<file path="src/rtl/afifo_pkg.sv">
// rtl/afifo_pkg.sv - shared constants and Gray/binary helpers for the async FIFO
package afifo_pkg;

  localparam int ADDRSIZE_DFLT = 4;
  localparam int DEPTH         = 2**ADDRSIZE_DFLT;
  // Helpers work on a wide vector so any ADDRSIZE can zero-extend into them;
  // leading zeros do not disturb either conversion.
  localparam int PTR_MAX       = 32;

  function automatic logic [PTR_MAX-1:0] gray2bin(input logic [PTR_MAX-1:0] g);
    logic [PTR_MAX-1:0] b;
    b[PTR_MAX-1] = g[PTR_MAX-1];
    for (int i = PTR_MAX-2; i >= 0; i--) begin
      b[i] = b[i+1] ^ g[i];
    end
    return b;
  endfunction

  function automatic logic [PTR_MAX-1:0] bin2gray(input logic [PTR_MAX-1:0] b);
    return (b >> 1) ^ b;
  endfunction

endpackage

</file>
<file path="src/rtl/sync_r2w.sv">
// rtl/sync_r2w.sv - multi-flop pointer synchronizer, async active-high reset
module sync_r2w #(
  parameter int WIDTH  = 5,
  parameter int STAGES = 2
) (
  input  logic             clk_i,
  input  logic             rst_i,
  input  logic [WIDTH-1:0] d_i,
  output logic [WIDTH-1:0] q_o
);

  logic [WIDTH-1:0] sync_q [STAGES];

  // Plain flop chain: no logic between stages so metastability can settle.
  always_ff @(posedge clk_i or posedge rst_i) begin
    if (rst_i) begin
      for (int i = 0; i < STAGES; i++) begin
        sync_q[i] <= '0;
      end
    end else begin
      sync_q[0] <= d_i;
      for (int i = 1; i < STAGES; i++) begin
        sync_q[i] <= sync_q[i-1];
      end
    end
  end

  assign q_o = sync_q[STAGES-1];

endmodule

</file>
<file path="src/rtl/wptr_full_ctrl.sv">
// rtl/wptr_full_ctrl.sv - write-side pointer, full/almost-full, level and overflow
module wptr_full_ctrl
  import afifo_pkg::*;
#(
  parameter int ADDRSIZE     = 4,
  parameter int AFULL_THRESH = 2**ADDRSIZE - 2,
  parameter int SYNC_STAGES  = 2
) (
  input  logic                wclk,
  input  logic                wrst,
  input  logic                winc,
  input  logic [ADDRSIZE:0]   wrptr_async,
  output logic [ADDRSIZE-1:0] waddr,
  output logic [ADDRSIZE:0]   wptr,
  output logic                wfull,
  output logic                walmost_full,
  output logic [ADDRSIZE:0]   wlevel,
  output logic                woverflow,
  input  logic                wclr_ovf
);

  localparam int PW = ADDRSIZE + 1;
  // Inverting the top two Gray bits of the read pointer gives the full point.
  localparam logic [PW-1:0] FULL_MASK = PW'(3) << (ADDRSIZE - 1);
  localparam logic [PW-1:0] AFULL_TH  = PW'(AFULL_THRESH);

  logic [PW-1:0] wq_rptr;
  logic [PW-1:0] wq_rbin;

  logic [PW-1:0] wbin_q,   wbin_d;
  logic [PW-1:0] wptr_q,   wptr_d;
  logic [PW-1:0] wlevel_q, wlevel_d;
  logic          wfull_q,  wfull_d;
  logic          wafull_q, wafull_d;
  logic          wovf_q,   wovf_d;

  sync_r2w #(
    .WIDTH  (PW),
    .STAGES (SYNC_STAGES)
  ) u_sync_r2w (
    .clk_i (wclk),
    .rst_i (wrst),
    .d_i   (wrptr_async),
    .q_o   (wq_rptr)
  );

  assign wq_rbin = PW'(gray2bin(PTR_MAX'(wq_rptr)));

  always_comb begin
    wbin_d   = wbin_q + PW'(winc & ~wfull_q);
    wptr_d   = PW'(bin2gray(PTR_MAX'(wbin_d)));
    wfull_d  = (wptr_d == (wq_rptr ^ FULL_MASK));
    wlevel_d = wbin_d - wq_rbin;
    wafull_d = (wlevel_d >= AFULL_TH);
    // A new overflow in the same cycle as a clear keeps the flag set.
    wovf_d   = (winc & wfull_q) | (wovf_q & ~wclr_ovf);
  end

  always_ff @(posedge wclk or posedge wrst) begin
    if (wrst) begin
      wbin_q   <= '0;
      wptr_q   <= '0;
      wlevel_q <= '0;
      wfull_q  <= 1'b0;
      wafull_q <= 1'b0;
      wovf_q   <= 1'b0;
    end else begin
      wbin_q   <= wbin_d;
      wptr_q   <= wptr_d;
      wlevel_q <= wlevel_d;
      wfull_q  <= wfull_d;
      wafull_q <= wafull_d;
      wovf_q   <= wovf_d;
    end
  end

  assign waddr        = wbin_q[ADDRSIZE-1:0];
  assign wptr         = wptr_q;
  assign wfull        = wfull_q;
  assign walmost_full = wafull_q;
  assign wlevel       = wlevel_q;
  assign woverflow    = wovf_q;

endmodule
</file>
<file path="config.mk">
export PLATFORM = sky130hd
export DESIGN_NAME = wptr_full_ctrl
export DESIGN_NICKNAME = d
export VERILOG_FILES = /design/src/rtl/afifo_pkg.sv /design/src/rtl/sync_r2w.sv /design/src/rtl/wptr_full_ctrl.sv
export SDC_FILE = /design/constraint.sdc
export NUM_CORES = 1
export LEC_CHECK = 0
export ABC_AREA = 1
export BUFFER_PORTS_ARGS = -buffer_cell sky130_fd_sc_hd__buf_4
export CELL_PAD_IN_SITES_DETAIL_PLACEMENT = 0
export CELL_PAD_IN_SITES_GLOBAL_PLACEMENT = 1
export CORE_ASPECT_RATIO = 1.25
export CORE_MARGIN = 5
export CORE_UTILIZATION = 39
export CTS_CLUSTER_DIAMETER = 200
export DETAILED_ROUTE_END_ITERATION = 10
export PLACE_DENSITY = 0.84
export SLEW_MARGIN = 15
export SYNTH_ARGS = -nofsm -noshare
export SYNTH_HDL_FRONTEND = slang
export SYNTH_SLANG_ARGS = --single-unit
</file>
<file path="constraint.sdc">
create_clock -name wclk -period 2.6 [get_ports wclk]
set_input_delay 0.39 -clock wclk [delete_from_list [all_inputs] [get_ports wclk]]
set_output_delay 0.39 -clock wclk [all_outputs]
set_load 0.05 [all_outputs]
</file>
# Word-level counts from Yosys, hierarchy flattened
# Cells that the tools add are included.
# Widths: inputs -> output; s select.
word_totals:
  ff_bits: 28
  inputBits: 9
  out_inout_bits: 17
  wordCells: 24
classes:
  add_sub_neg: 2
  order_cmp: 1
  eq_ne: 1
  bitwise_logic: 12
ops:
  columns: ["cell", "count"]
  rows:
  - ["$add 5x5->5", 1]
  - ["$and 1x5->5", 1]
  - ["$eq 5x5->1", 1]
  - ["$ge 5x4->1 const B", 1]
  - ["$not 1->5", 1]
  - ["$sub 5x5->5", 1]
  - ["$xor 4x5->5", 1]
  - ["$xor 1x1->1", 4]
  - ["$and 1x1->1", 2]
  - ["$not 2->2", 1]
  - ["$not 1->1", 1]
  - ["$or 1x1->1", 1]

# Logic depth before layout (Yosys ltp)
logic_depth:
  ltp_word: 6
  ltp_mapped: 16
  mapped_depth_nobuf: 16

# Modules after synthesis
# Synthesis repeated with hierarchy kept, for this count alone.
unflattened:
  cells_unflattened: 137
  hier_area_um2: 1247.4
by_module_without_submodules:
  columns: ["mod", "n_inst", "cells_per_inst", "area_each_um2", "seq_area_each_um2"]
  rows:
  - ["wptr_full_ctrl", 1, 121, 955.9, 425.4]
  - ["sync_r2w", 1, 16, 291.5, 250.2]

# Worst setup path before layout
# Ideal clock, no wire load.
synth_path:
  kind: "flip-flop to flip-flop"
  startpoint: "register wfull_q (netlist: wfull)"
  endpoint: "register wafull_q (netlist: walmost_full)"
  setup_ns: 0.068
  t_arrival_ns: 2.435
  t_required_ns: 2.532
  setup_slack_ns: 0.097
  stages_incl_launch_ff: 11
  path_buffers: 0
  synth_period_minus_slack_ns: 2.503
  cell_sequence: "dfrtp_1 nor2_1 ha_1 ha_1 inv_1 fa_1 nor2_1 o21a_1 nor2_1 or2_1 nand3_1"
synth_between:
  elab_chain_cells: 5
synth_rtl:
  columns: ["item", "line", "rtl"]
  rows:
  - ["start: declaration", "wptr_full_ctrl.sv:33", "logic wfull_q, wfull_d;"]
  - ["start signal: assignment", "wptr_full_ctrl.sv:71", "wfull_q <= wfull_d;"]
  - ["$not 1->5", "wptr_full_ctrl.sv:50", "wbin_d = wbin_q + PW'(winc & ~wfull_q);"]
  - ["$and 1x5->5", "wptr_full_ctrl.sv:50", null]
  - ["$add 5x5->5", "wptr_full_ctrl.sv:50", null]
  - ["net wbin_d[1]", "wptr_full_ctrl.sv:30", "logic [PW-1:0] wbin_q, wbin_d;"]
  - ["$sub 5x5->5", "wptr_full_ctrl.sv:53", "wlevel_d = wbin_d - wq_rbin;"]
  - ["$ge 5x4->1", "wptr_full_ctrl.sv:54", "wafull_d = (wlevel_d >= AFULL_TH);"]
  - ["net wafull_d", "wptr_full_ctrl.sv:34", "logic wafull_q, wafull_d;"]
  - ["end signal: assignment", "wptr_full_ctrl.sv:72", "wafull_q <= wafull_d;"]
  - ["end: declaration", "wptr_full_ctrl.sv:34", null]
# The timed path passes the listed nets, and every way through them passes these cells.

# Worst setup path in the final report
layout_path:
  startpoint: "register u_sync_r2w.sync_q (netlist bit u_sync_r2w.q_o[4])"
  endpoint: "register wafull_q (netlist: walmost_full)"
layout_between:
  elab_chain_cells: 6
layout_rtl:
  columns: ["item", "line", "rtl"]
  rows:
  - ["start: declaration", "sync_r2w.sv:12", "logic [WIDTH-1:0] sync_q [STAGES];"]
  - ["start signal: indexed assignment", "sync_r2w.sv:23", "sync_q[i] <= sync_q[i-1];"]
  - ["$xor 1x1->1 (4 in series)", "afifo_pkg.sv:14", "b[i] = b[i+1] ^ g[i];"]
  - ["$sub 5x5->5 (*)", "wptr_full_ctrl.sv:53", null]
  - ["$ge 5x4->1 (*)", "wptr_full_ctrl.sv:54", null]
  - ["net wafull_d", "wptr_full_ctrl.sv:34", null]
# Mark *: on every way through the listed nets, which the timed path passes. The rest lies on a longest branch.

==> results.rst <==
.. list-table::
   :header-rows: 1

   * - Metric
     - Value
   * - MaxCap Viol Count
     - 0
   * - Core outline area
     - 0.00297 sq mm
   * - Clock sinks
     - 27
   * - Final count of hold timing violations
     - 0
   * - Worst Tran Pin Value
     - 0.338 ns
   * - Final routed wirelength across all metal layers
     - 2300 microns
   * - Final net count
     - 180
   * - Routed wire per std cell
     - 11.6 microns
   * - Worst Setup Start Kind
     - flip-flop
   * - Clock buffers created by TritonCTS
     - 3
   * - Number of inserted filler cells in the final layout
     - 293
   * - Clock tree skew after final layout
     - 0.00562 ns
   * - FFs w/ async S/R, synth
     - 100%
   * - DRC viols
     - 0
   * - Max Fclk
     - 412 MHz
   * - N_diodes
     - 0
   * - Post-synth top area cell
     - sky130_fd_sc_hd__dfrtp_1
   * - Top FF cell, synth
     - sky130_fd_sc_hd__dfrtp_1
   * - Post-synth top area share
     - 56.0%
   * - Count of input and output buffers
     - 25
   * - Synth Warn #
     - 0
   * - Wire length of the first global-routing pass
     - 3810 microns
   * - Crit path required time
     - 2.87 ns
   * - Number of antenna violations at the first check in global routing
     - 0
   * - Growth of design area from synthesis to finish
     - 23.5%
   * - Critical setup path kind
     - reg2reg
   * - Horizontal die dimension
     - 59.7 microns
   * - Die boundary height
     - 72.2 microns
   * - Final worst path period share
     - 93.4%
   * - Clock tree buffer depth
     - 2
   * - Maximum fanout encountered on the critical timing path
     - 3
   * - Share of post-route cells with drive strength above 1
     - 23.3%
   * - Area post-placement
     - 0.00145 sq mm
   * - Post-Syn Nets
     - 147
   * - Non-filler cells, final
     - 199
   * - Half-perimeter wire length after placement
     - 1810 microns
   * - Mean number of vias per cell
     - 4.68
   * - Commonest cells in the synthesized netlist
     - 36 x sky130_fd_sc_hd__nand2_1, 27 x sky130_fd_sc_hd__dfrtp_1, 20 x sky130_fd_sc_hd__inv_1
   * - Multi-input gate area in the final layout
     - 458 sq um
   * - DR vias
     - 931
   * - Number of buffers inserted for hold repair after clock tree synthesis
     - 0
   * - Design area
     - 0.00149 sq mm
   * - Synthesized instance count
     - 131
   * - Root Driver
     - sky130_fd_sc_hd__clkbuf_4
   * - Die area
     - 0.00431 sq mm
   * - Worst setup path startpoint
     - u_sync_r2w.q_o[4]$_DFF_PP0_
   * - Type of the most critical hold path
     - in2async
   * - Worst path setup slack after routing
     - 0.173 ns
   * - Overall routing resource usage
     - 11.4%
   * - Crit path arrival time
     - 2.69 ns
   * - Sum of negative setup slack
     - 0 ns
   * - CTS tree
     - built
   * - Endpoint kind of the worst setup timing path
     - flip-flop
   * - Number of search-and-repair iterations in the first detailed-routing pass
     - 4
   * - Distinct cell type count of the synthesized netlist
     - 17
   * - Clock Pin Slew Worst Setup and Hold Paths
     - 0.14 ns
   * - Ports
     - 26
   * - Final setup fails
     - 0
   * - Number of global-route vias before repair
     - 908
   * - Number of enable-type register cells in the synthesized netlist
     - 0
   * - Post-synthesis cell area
     - 0.00121 sq mm
   * - Largest net degree at the start of global routing
     - 28
   * - Total area of sequential cells
     - 676 sq um
   * - Cell with the most instances after synthesis
     - sky130_fd_sc_hd__nand2_1
   * - Final critical path time including I/O delays and setup
     - 2.43 ns
   * - Run status
     - completed
   * - Flop and latch count out of synthesis
     - 27
   * - Skew-Pair Late Insertion Delay
     - 0.31 ns
   * - Slew margin rel.
     - 77.5%
   * - Placement-stage worst setup slack
     - 0.100 ns
   * - Global placement routability congestion
     - 0.813
   * - # placed instances
     - 194
   * - GRT overflow
     - 0
   * - Number of violations reported at the end of detailed-routing iteration 0
     - 27
   * - Number of H-tree levels
     - 1
   * - Number of routed nets with antenna violations
     - 0
   * - Effective utilization at floorplan
     - 40.6%
   * - Main area contributors after synthesis
     - sky130_fd_sc_hd__dfrtp_1 56%, sky130_fd_sc_hd__nand2_1 11%, sky130_fd_sc_hd__nand3_1 6.6%
   * - Startpoint of the lowest-slack register-to-register path
     - u_sync_r2w.q_o[4]$_DFF_PP0_
   * - Sequential-to-total area share from yosys stat
     - 56.0%
   * - Synthesized area per cell
     - 9.21 sq um
   * - Max-slew violation total from the final report
     - 0
   * - Number of core rows
     - 22
==> registers in the layout, indices dropped and copies added (netlist names) <==
signal             count
wlevel                 5
woverflow              1
wfull                  1
wptr                   4
u_sync_r2w.q_o         5
u_sync_r2w.sync_q      5
wbin_q                 5
walmost_full           1
==> critical path, cell delays in order (launching register included) <==
cell and delay (ns):
sky130_fd_sc_hd__dfrtp_1 0.43, sky130_fd_sc_hd__inv_1 0.08, sky130_fd_sc_hd__nand2_1 0.06, sky130_fd_sc_hd__nand2_1 0.09
sky130_fd_sc_hd__nand2_1 0.08, sky130_fd_sc_hd__nand2_1 0.08, sky130_fd_sc_hd__nand2_1 0.05, sky130_fd_sc_hd__nand2_1 0.11
sky130_fd_sc_hd__xor2_1 0.15, sky130_fd_sc_hd__inv_1 0.06, sky130_fd_sc_hd__ha_1 0.21, sky130_fd_sc_hd__fa_1 0.42
sky130_fd_sc_hd__nor2_2 0.12, sky130_fd_sc_hd__o21a_1 0.11, sky130_fd_sc_hd__nor2_1 0.04, sky130_fd_sc_hd__or2_1 0.21
sky130_fd_sc_hd__nand3_1 0.06
==> metrics by stage <==
step           utilization (%)  hold WS (ns)
2_1_floorplan                -         0.331
3_3_place_gp              48.9         0.333
3_5_place_dp              48.9         0.340
4_1_cts                   49.8         0.112
5_1_grt                   50.1         0.115
6_report                  50.1         0.103
==> timing repair <==
action                                  in CTS  in global routing
gates resized for setup                      0                  1
buffers inserted                             0                  1
endpoints found under the setup margin       0                  2
==> cells by family after synthesis <==
group	share of synthesized area (%)
compound gates	1.87
xor+xnor	1.45
simple gates	26.6
flops	56.0
buf+inv	6.22
fa+ha+maj	7.88
==> metal layers <==
layer | part of all wire, % | vias up | track usage (%)
met3 | 3.7 | 2 | 1.60
met4 | 1.5 | 0 | 5.91
met5 | 0 | - | 0
met1 | 40 | 436 | 13.5
li1 | - | 476 | -
met2 | 55 | 17 | 19.5
==> layout by cell type, fill, tap and decap left out <==
| cell | count |
|---|---|
| sky130_fd_sc_hd__nand2_1 | 36 |
| sky130_fd_sc_hd__inv_1 | 20 |
| sky130_fd_sc_hd__nor2_2 | 1 |
| sky130_fd_sc_hd__xor2_1 | 2 |
| sky130_fd_sc_hd__nand4_1 | 3 |
| sky130_fd_sc_hd__clkbuf_4 | 3 |
| sky130_fd_sc_hd__o21a_1 | 1 |
| sky130_fd_sc_hd__nand3_2 | 1 |
| sky130_fd_sc_hd__nand2_2 | 5 |
| sky130_fd_sc_hd__fa_1 | 1 |
| sky130_fd_sc_hd__o21ai_0 | 2 |
| sky130_fd_sc_hd__nor3_1 | 1 |
| sky130_fd_sc_hd__a21oi_1 | 1 |
| sky130_fd_sc_hd__buf_4 | 28 |
| sky130_fd_sc_hd__nand3b_1 | 1 |
| sky130_fd_sc_hd__dfrtp_1 | 27 |
| sky130_fd_sc_hd__clkbuf_1 | 1 |
| sky130_fd_sc_hd__nand3_1 | 16 |
| sky130_fd_sc_hd__ha_1 | 6 |
| sky130_fd_sc_hd__or2_1 | 1 |
| sky130_fd_sc_hd__nor2_1 | 6 |
==> cell type report <==
class	instances	share of cell area [%]
multi-input combinational	84	30.7
clock buffer	4	1.76
inverter	20	5.04
sequential	27	45.3
tap	36	3.02
timing repair buffer	28	14.1
==> path summary, 6_finish.rpt <==
kind                       slack, ns                             end  cells after the start
setup / recovery                0.17          walmost_full$_DFF_PP0_                     16
hold / removal                  0.10  u_sync_r2w.sync_q[8]$_DFF_PP0_                      3
setup reg to reg                0.17          walmost_full$_DFF_PP0_                     16
hold reg to reg                 0.37     u_sync_r2w.q_o[1]$_DFF_PP0_                      0
max in group asynchronous       2.24             wlevel[2]$_DFF_PP0_                      3
min in group wclk               0.17  u_sync_r2w.sync_q[7]$_DFF_PP0_                      1
Power is left out: the tool's default activity adds up to more than one toggle a clock period on the data nets, which glitch-free logic cannot reach.
